<file path="src/rtl/regfile_pkg.sv">
// Shared register-file types for the integer array, pipeline and writeback arbiter.
package regfile_pkg;

  localparam int XLEN          = 64;
  localparam int REG_ADDR_W    = 5;
  localparam int NUM_ARCH_REGS = 32;

  typedef logic [REG_ADDR_W-1:0] reg_idx_t;
  typedef logic [XLEN-1:0]       xlen_t;

  typedef struct packed {
    reg_idx_t rd;
    xlen_t    data;
  } wb_req_t;

  // One-hot mask for a register index; x0 never produces a bit.
  function automatic logic [NUM_ARCH_REGS-1:0] reg_bit(input reg_idx_t idx);
    logic [NUM_ARCH_REGS-1:0] m;
    m      = '0;
    m[idx] = 1'b1;
    m[0]   = 1'b0;
    return m;
  endfunction

endpackage

</file>
<file path="src/rtl/regfile_wb_arbiter_rr_arbiter.sv">
// Writeback grant arbiter: round-robin by default, lowest-index-first when
// WB_ARB_FIXED_PRIO_EN is defined (no pointer state in that build).
module rr_arbiter #(
  parameter int NUM_REQ = 3
) (
  input  logic               clk_i,
  input  logic               rst_n_i,
  input  logic [NUM_REQ-1:0] req_i,
  output logic [NUM_REQ-1:0] grant_o
);

`ifdef WB_ARB_FIXED_PRIO_EN

  logic unused_s;
  logic found_s;

  assign unused_s = clk_i ^ rst_n_i;

  // Lowest asserted index wins.
  always_comb begin
    grant_o = '0;
    found_s = 1'b0;
    for (int k = 0; k < NUM_REQ; k++) begin
      if (!found_s && req_i[k]) begin
        grant_o[k] = 1'b1;
        found_s    = 1'b1;
      end else begin
        found_s = found_s;
      end
    end
  end

`else

  localparam int PTR_W = (NUM_REQ > 1) ? $clog2(NUM_REQ) : 1;

  logic [PTR_W-1:0] ptr_q, ptr_d;
  logic [PTR_W-1:0] gidx_s;
  logic             found_s;

  function automatic logic [PTR_W-1:0] wrap_add(input logic [PTR_W-1:0] base,
                                                input logic [PTR_W-1:0] off);
    logic [PTR_W:0] sum;
    sum = {1'b0, base} + {1'b0, off};
    if (sum >= (PTR_W+1)'(NUM_REQ)) begin
      sum = sum - (PTR_W+1)'(NUM_REQ);
    end else begin
      sum = sum;
    end
    return sum[PTR_W-1:0];
  endfunction

  // Scan from the pointer, wrapping, and take the first requester found.
  always_comb begin
    grant_o = '0;
    gidx_s  = '0;
    found_s = 1'b0;
    for (int k = 0; k < NUM_REQ; k++) begin
      if (!found_s && req_i[wrap_add(ptr_q, PTR_W'(k))]) begin
        found_s         = 1'b1;
        gidx_s          = wrap_add(ptr_q, PTR_W'(k));
        grant_o[gidx_s] = 1'b1;
      end else begin
        found_s = found_s;
      end
    end
    ptr_d = found_s ? wrap_add(gidx_s, PTR_W'(1)) : ptr_q;
  end

  // Pointer register.
  always_ff @(posedge clk_i or negedge rst_n_i) begin
    if (!rst_n_i) begin
      ptr_q <= '0;
    end else begin
      ptr_q <= ptr_d;
    end
  end

`endif

endmodule

</file>
<file path="src/rtl/regfile_wb_arbiter.sv">
// Arbitrates NUM_REQ writeback sources onto the single register-array write port
// and tracks per-register pending writes. WB_ARB_FIXED_PRIO_EN selects fixed priority.
module regfile_wb_arbiter
  import regfile_pkg::*;
#(
  parameter int NUM_REQ = 3,
  parameter int DATA_W  = XLEN,
  parameter int ADDR_W  = REG_ADDR_W
) (
  input  logic                      clk_i,
  input  logic                      rst_n_i,
  input  logic [NUM_REQ-1:0]        req_valid_i,
  output logic [NUM_REQ-1:0]        req_ready_o,
  input  logic [NUM_REQ*ADDR_W-1:0] req_rd_i,
  input  logic [NUM_REQ*DATA_W-1:0] req_data_i,
  input  logic                      issue_valid_i,
  input  logic [ADDR_W-1:0]         issue_rd_i,
  output logic                      wb_valid_o,
  output logic [ADDR_W-1:0]         wb_rd_o,
  output logic [DATA_W-1:0]         wb_data_o,
  output logic [NUM_ARCH_REGS-1:0]  pending_o
);

  logic [NUM_REQ-1:0]       grant_s;
  logic                     hs_s;
  logic                     wr_s;
  logic [ADDR_W-1:0]        hs_rd_s;
  logic [DATA_W-1:0]        hs_data_s;
  logic [NUM_ARCH_REGS-1:0] set_mask_s, clr_mask_s;

  logic                     wb_valid_q, wb_valid_d;
  logic [ADDR_W-1:0]        wb_rd_q, wb_rd_d;
  logic [DATA_W-1:0]        wb_data_q, wb_data_d;
  logic [NUM_ARCH_REGS-1:0] pending_q, pending_d;

  rr_arbiter #(.NUM_REQ(NUM_REQ)) u_arb (
    .clk_i   (clk_i),
    .rst_n_i (rst_n_i),
    .req_i   (req_valid_i),
    .grant_o (grant_s)
  );

  assign req_ready_o = grant_s & {NUM_REQ{rst_n_i}};
  assign hs_s        = |grant_s;

  // Grant is one-hot, so an AND-OR mux selects the winner's payload.
  always_comb begin
    hs_rd_s   = '0;
    hs_data_s = '0;
    for (int i = 0; i < NUM_REQ; i++) begin
      hs_rd_s   = hs_rd_s   | (req_rd_i[i*ADDR_W +: ADDR_W]   & {ADDR_W{grant_s[i]}});
      hs_data_s = hs_data_s | (req_data_i[i*DATA_W +: DATA_W] & {DATA_W{grant_s[i]}});
    end
  end

  assign wr_s = hs_s && (hs_rd_s != '0);

  // Next write-port and scoreboard state; a set is applied after the clear so it wins.
  always_comb begin
    wb_valid_d = wr_s;
    if (wr_s) begin
      wb_rd_d   = hs_rd_s;
      wb_data_d = hs_data_s;
    end else begin
      wb_rd_d   = wb_rd_q;
      wb_data_d = wb_data_q;
    end
    clr_mask_s = wr_s          ? reg_bit(reg_idx_t'(hs_rd_s))    : '0;
    set_mask_s = issue_valid_i ? reg_bit(reg_idx_t'(issue_rd_i)) : '0;
    pending_d  = (pending_q & ~clr_mask_s) | set_mask_s;
  end

  // Write-port and scoreboard registers.
  always_ff @(posedge clk_i or negedge rst_n_i) begin
    if (!rst_n_i) begin
      wb_valid_q <= 1'b0;
      wb_rd_q    <= '0;
      wb_data_q  <= '0;
      pending_q  <= '0;
    end else begin
      wb_valid_q <= wb_valid_d;
      wb_rd_q    <= wb_rd_d;
      wb_data_q  <= wb_data_d;
      pending_q  <= pending_d;
    end
  end

  assign wb_valid_o = wb_valid_q;
  assign wb_rd_o    = wb_rd_q;
  assign wb_data_o  = wb_data_q;
  assign pending_o  = pending_q;

endmodule
</file>
<file path="config.mk">
export PLATFORM = sky130hd
export DESIGN_NAME = regfile_wb_arbiter
export DESIGN_NICKNAME = d
export VERILOG_FILES = /design/src/rtl/regfile_pkg.sv /design/src/rtl/regfile_wb_arbiter_rr_arbiter.sv /design/src/rtl/regfile_wb_arbiter.sv
export SDC_FILE = /design/constraint.sdc
export NUM_CORES = 1
export LEC_CHECK = 0
export ABC_AREA = 1
export CAP_MARGIN = 25
export CORE_AREA = 2 2 146 148
export CTS_CLUSTER_SIZE = 10
export DETAILED_ROUTE_END_ITERATION = 10
export DIE_AREA = 0 0 148 150
export PLACE_DENSITY_LB_ADDON = 0.1
export SETUP_SLACK_MARGIN = 0.05
export SKIP_LAST_GASP = 1
export SLEW_MARGIN = 20
export SYNTH_ARGS = -nofsm -noshare
export SYNTH_HDL_FRONTEND = slang
export SYNTH_HIERARCHICAL = 1
export SYNTH_SLANG_ARGS = --single-unit
</file>
<file path="constraint.sdc">
create_clock -name clk_i -period 5.07 [get_ports clk_i]
set_input_delay 1.014 -clock clk_i [delete_from_list [all_inputs] [get_ports clk_i]]
set_output_delay 1.014 -clock clk_i [all_outputs]
set_load 0.005 [all_outputs]
</file>
==> impl_metrics.py, run 1 <==
metrics = {
    "worst_setup_path": {
        "worstSetupStartpointType": "input pin",
        "worstPathArrival_ns": 3.04,
        "regToRegEndpoint": "pending_o[6]",
        "path_max_fanout": 10,
        "end_kind": "primary output",
        "worstSetupPathType": "input pin to primary output",
        "ff2ff_setup_slack_ns": 1.89,
        "crit_required_ns": 4.06,
        "rr_startpoint": "u_arb/ptr_q[0]",
        "reg2reg_depth": 17,
    },
    "sta": {
        "fmax_mhz": 247,
        "slew_headroom_pct": 37.1,
        "skew_ns": 0.00604,
        "fin_tns_setup_ns": 0,
        "hold_viol_final": 0,
        "rsz0062_at_grt": "no",
        "setup_viol_count_final": 0,
        "finalCritPeriodShare_pct": 79.9,
        "min_period_ns": 4.05,
        "final_max_slew_viol_count": 0,
        "setup_slack_ns": 1.02,
        "worstMarginPinSlew_ns": 0.936,
    },
    "clocking": {
        "post_cts_buffers": 0,
        "clockBufferDepth": 2,
        "ctsResizeCount": 0,
        "clk_pin_slew_ns": 0.07,
        "cts_tree": "done",
        "clk_latency_ns": 0.35,
        "numCtsBuffers": 9,
        "cts.sinks": 103,
        "clockRootBuffer": "clkbuf_16",
        "htree_levels": 3,
        "hold_buffers": 0,
    },
    "die": {
        "start_util_pct": 29.6,
        "die_h_um": 150,
        "dieArea_um2": 22200,
        "die_w_um": 148,
        "rows": 53,
        "ios": 323,
        "coreArea_um2": 20700,
    },
    "worst_hold_path": {
        "hp-class": "register to register",
        "min_from": "pending_o[8]",
        "min_to": "pending_o[8]",
        "whs_path_depth": 2,
    },
    "grt": {
        "grt_overflow": 0,
        "grt_max_degree": 77,
        "track_usage_pct": 21.1,
        "antenna_found_initial": 0,
        "grt_pass1_wl_um": 37000,
        "grt_pass1_vias": 6654,
    },
    "power": {
        "power_frac_seq_pct": 19.7,
        "p_int_w": 0.00355,
        "combPwrFrac_pct": 70.2,
        "ir_drop_mv": 0.958,
        "sw_frac_of_total_pct": 52.5,
        "switchingPower_w": 0.00393,
        "p_per_area_nw_per_um2": 771,
        "p_clk_share_pct": 10.1,
        "cellLeakagePower_nw": 4.53,
        "power_w": 0.00748,
    },
    "yosys": {
        "ys_top_cells_by_area": "dfrtp_1 (42%), nand2_1 (29%), nand3_1 (7.5%)",
        "synth.distinct_cells": 26,
        "ys.flop_type": "dfrtp_1",
        "yosysTopAreaCellShare_pct": 42.1,
        "synth_top_area_cell": "dfrtp_1",
        "yosys_warnings": 6,
        "ys_seq_area_share_pct": 42.1,
        "avgSynthCellArea_um2": 6.98,
        "ys_ff_latch": 103,
        "synth_edf_count": 0,
        "async_flop_share_pct": 100,
        "syn-num-nets": 1099,
        "syn_area_um2": 6120,
        "synthCells": 876,
    },
    "job": {
        "maxCapViolCount": 0,
    },
    "cells_and_area": {
        "seqCellArea_um2": 2580,
        "multiInputGateArea_um2": 3080,
        "nFillCells": 2171,
        "layout_common_cells": "nand2_1 (463), clkdlybuf4s50_1 (320), dfrtp_1 (103), nand3_1 (92), nand4_1 (69)",
        "final_common_cell": "nand2_1",
        "final_nets": 1384,
        "diodes": 0,
        "final-instance-count-excl-fill": 1440,
        "postLayoutCellArea_um2": 9710,
        "syn_to_final_growth_pct": 58.7,
        "post_route_cells_drive_above_1_share_pct": 4.55,
    },
    "place": {
        "post-dp-hpwl_um": 17000,
        "placed_area_um2": 9390,
        "gp_congestion": 0.835,
        "dp_worst_setup_slack_ns": 1.01,
        "port_buffers": 321,
        "post-place-cells": 1425,
    },
    "routing": {
        "postRouteAntennaNets": 0,
        "vias_per_cell": 4.71,
        "firstDrtPassIters": 5,
        "vias": 6779,
        "wl_per_cell_um": 16.6,
        "drc": 0,
        "wl_um": 23900,
        "drt_iter0_drc": 228,
    },
    "status": {
        "outcome": "completed",
    },
}
==> power groups by stage <==
stage / sequential [W] / clock (W) / combinational (W)
floorplan: 0.00150 / 0 / 0.00356
global placement: 0.00148 / 0 / 0.00536
detailed placement: 0.00148 / 0 / 0.00537
CTS: 0.00147 / 0.000781 / 0.00539
global route: 0.00152 / 0.000803 / 0.00594
finish: 0.00147 / 0.000753 / 0.00526
==> critical path, cell delays in order <==
cell             delay (ns)
clkdlybuf4s50_1        0.54
inv_2                  0.07
o21ai_0                0.20
nand2_2                0.11
nor2_4                 0.13
nand2_1                0.07
nand2_2                0.20
nand2_1                0.07
inv_1                  0.08
clkdlybuf4s50_1        0.57
==> kinds of logic after synthesis <==
family          synth area share, %
compound gates                 1.29
fa+ha+maj                      1.02
simple gates                   47.7
buf+inv                        7.77
flops                          42.1
other cells                  0.0613
==> area by class of cell <==
| type | count | share of cell area, % |
|---|---|---|
| Timing Repair Buffer | 331 | 33.8 |
| Multi-Input combinational cell | 688 | 31.7 |
| Sequential cell | 103 | 26.5 |
| Tap cell | 275 | 3.54 |
| Clock buffer | 10 | 2.36 |
| Inverter | 28 | 1.11 |
| Clock inverter | 5 | 0.864 |
==> state kept, by name, summed over array words and instances (netlist names) <==
name and count:
u_arb/ptr_q 2, pending_o 31, wb_rd_o 5, wb_data_o 64
wb_valid_o 1
==> synthesized netlist by cell type (6+ instances only) <==
cell and count:
nor2_1 12, nand3_1 92, buf_2 21, o21ai_0 13
nor3_1 10, inv_1 22, clkbuf_1 6, buf_6 12
buf_1 8, buf_4 10, nand4_1 69, dfrtp_1 103
nand2_1 466
==> stage by stage <==
step	util, %	hold slack (ns)
final	46.9	0.473
after global routing	46.9	0.503
after CTS	46.9	0.477
after detailed placement	45.4	0.458
after global placement	45.4	0.457
after floorplan	-	0.464
==> how the worst max path moves through the flow <==
stage	from	endpoint	slack, ns	depth (start not counted)
after floorplan	req_valid_i[2]	req_ready_o[1]	1.78	11
after global placement	req_valid_i[2]	req_ready_o[1]	1.03	10
after detailed placement	req_valid_i[2]	req_ready_o[1]	1.01	10
after CTS	req_valid_i[2]	req_ready_o[1]	1.0	10
after global routing	req_valid_i[2]	req_ready_o[2]	0.87	10
final	req_valid_i[2]	req_ready_o[0]	1.02	10
==> layer usage <==
layer  GRT usage, %  part of all wire, %
met1           26.7                   44
met2           35.8                   48
met3           4.97                  6.2
met4           6.33                  2.1
met5              0                    0
(Power assumes the default switching activity.)
==> run 2, diff against run 1 <==
clock period = 3.91 ns   (was 5.07 ns; I/O delays follow)
==> run 2 against run 1 <==
Against the previous run:
- register-to-register slack worse by 1.1 ns
- count of clock-buffer cells in the layout shrank 1
- cell area is 0.88% higher
- worst setup slack got worse by 0.67 ns
- hold slack got worse by 0.11 ns
- critical endpoint is now req_ready_o[1]
- largest cell class unchanged
- highest routed layer unchanged
==> impl_metrics.py, run 2 (synthesis results as in run 1) <==
metrics = {
    "worst_setup_path": {
        "worstPathArrival_ns": 2.78,
        "path_max_fanout": 9,
        "worstSetupPathType": "register to primary output",
        "worstSetupStartpointType": "register",
        "ff2ff_setup_slack_ns": 0.82,
        "end_kind": "primary output",
        "crit_required_ns": 3.13,
    },
    "sta": {
        "worstMarginPinSlew_ns": 1.11,
        "setup_slack_ns": 0.349,
        "skew_ns": 0.00873,
        "finalCritPeriodShare_pct": 91.1,
        "min_period_ns": 3.56,
        "slew_headroom_pct": 25.2,
        "hold_viol_final": 0,
        "fin_tns_setup_ns": 0,
        "rsz0062_at_grt": "no",
        "fmax_mhz": 281,
        "setup_viol_count_final": 0,
        "final_max_slew_viol_count": 0,
    },
    "die": {
        "die_h_um": 150,
        "dieArea_um2": 22200,
        "start_util_pct": 29.6,
        "rows": 53,
        "die_w_um": 148,
        "coreArea_um2": 20700,
        "ios": 323,
    },
    "place": {
        "port_buffers": 321,
        "post-dp-hpwl_um": 17300,
        "gp_congestion": 0.851,
        "post-place-cells": 1428,
        "dp_worst_setup_slack_ns": 0.340,
    },
    "routing": {
        "vias": 6718,
        "wl_per_cell_um": 16.5,
        "drc": 0,
        "wl_um": 23900,
        "postRouteAntennaNets": 0,
        "vias_per_cell": 4.65,
        "firstDrtPassIters": 5,
        "drt_iter0_drc": 240,
    },
    "clocking": {
        "cts_tree": "done",
        "clk_latency_ns": 0.35,
        "clockBufferDepth": 2,
        "htree_levels": 3,
        "clockRootBuffer": "clkbuf_16",
        "clk_pin_slew_ns": 0.08,
        "numCtsBuffers": 9,
        "hold_buffers": 0,
        "cts.sinks": 103,
        "ctsResizeCount": 0,
        "post_cts_buffers": 0,
    },
    "cells_and_area": {
        "diodes": 0,
        "final-instance-count-excl-fill": 1444,
        "largest_register_ffs": 64,
        "final_nets": 1387,
        "seqCellArea_um2": 2580,
        "syn_to_final_growth_pct": 60.1,
        "nFillCells": 2090,
        "multiInputGateArea_um2": 3080,
        "post_route_cells_drive_above_1_share_pct": 4.88,
        "layout_common_cells": "nand2_1 (463), clkdlybuf4s50_1 (320), dfrtp_1 (103), nand3_1 (92), nand4_1 (69)",
        "final_common_cell": "nand2_1",
    },
    "power": {
        "combPwrFrac_pct": 70.6,
        "switchingPower_w": 0.00514,
        "p_int_w": 0.00479,
        "power_frac_seq_pct": 19.2,
        "ir_drop_mv": 1.12,
        "p_clk_share_pct": 10.1,
        "p_per_area_nw_per_um2": 1010,
        "cellLeakagePower_nw": 4.58,
        "sw_frac_of_total_pct": 51.8,
    },
    "grt": {
        "grt_pass1_vias": 6380,
        "antenna_found_initial": 0,
        "grt_util_met1_pct": 26.3,
        "grtUsageMet3_pct": 4.30,
        "grt_max_degree": 82,
        "use_met2_pct": 36.3,
        "grt_pass1_wl_um": 36100,
        "track_usage_pct": 20.8,
        "grt_most_used_layer": "met2",
        "grt_overflow": 0,
    },
    "job": {
        "maxCapViolCount": 0,
    },
    "worst_hold_path": {
        "hp-class": "input pin to asynchronous set/reset pin",
    },
    "status": {
        "outcome": "completed",
    },
}
==> run 2: path summary, 6_finish.rpt <==
kind,end,startpoint,cells after the start
min reg2reg,pending_o[8],pending_o[8],2
min in group clk_i,pending_o[8],pending_o[8],2
min,wb_data_o[15],rst_n_i,1
max,req_ready_o[1],u_arb/ptr_q[0],13
max in group asynchronous,pending_o[7],rst_n_i,3
max reg2reg,wb_data_o[37],u_arb/ptr_q[0],18
==> run 2: layout make-up <==
type / instances / area share (%)
clock buffer: 9 / 2.30
tap: 275 / 3.51
clock inverter: 7 / 1.07
multi-input combinational: 688 / 31.4
inverter: 28 / 1.10
sequential: 103 / 26.3
timing repair buffer: 334 / 34.3
==> run 2: layer usage <==
layer	up-vias	routed length [um]
met1	3080	10300
met2	211	11700
met3	17	1560
li1	3410	-
met5	-	0
met4	0	278
==> run 2: power groups by stage <==
stage                     Sequential [W]  Clock, W  Combinational [W]
after floorplan                  0.00194         0            0.00461
after CTS                        0.00191   0.00104            0.00718
after detailed placement         0.00192         0            0.00715
after global routing             0.00197   0.00108            0.00785
final                            0.00191   0.00101            0.00701
after global placement           0.00191         0            0.00715
==> run 2: critical path, stage by stage, from the launching register on <==
cell and delay, ns:
dfrtp_1 0.40, inv_1 0.08, ha_1 0.49, inv_4 0.09, nand2_2 0.06, nand3_1 0.08, nand2_2 0.11, nand2_4 0.07
nor2_4 0.09, nand2_1 0.08, nand2_2 0.13, nand2_1 0.14, inv_1 0.11, clkdlybuf4s50_1 0.50
==> run 2: metrics by stage <==
step | util, % | hold slack [ns] | power [W] | cell area [um^2]
floorplan | - | 0.464 | 0.00655 | 6120
global placement | 45.7 | 0.457 | 0.00907 | 9460
detailed placement | 45.7 | 0.462 | 0.00906 | 9460
CTS | 47.3 | 0.360 | 0.0101 | 9790
global route | 47.3 | 0.376 | 0.0109 | 9790
finish | 47.3 | 0.361 | 0.00993 | 9790
==> run 3, diff against run 2 <==
CTS_CLUSTER_DIAMETER = 80   (was default)
SETUP_SLACK_MARGIN = 0.1   (was 0.05)
==> results of run 3 <==
No change in the layout: final DEF, timing and power equal those of run 2.
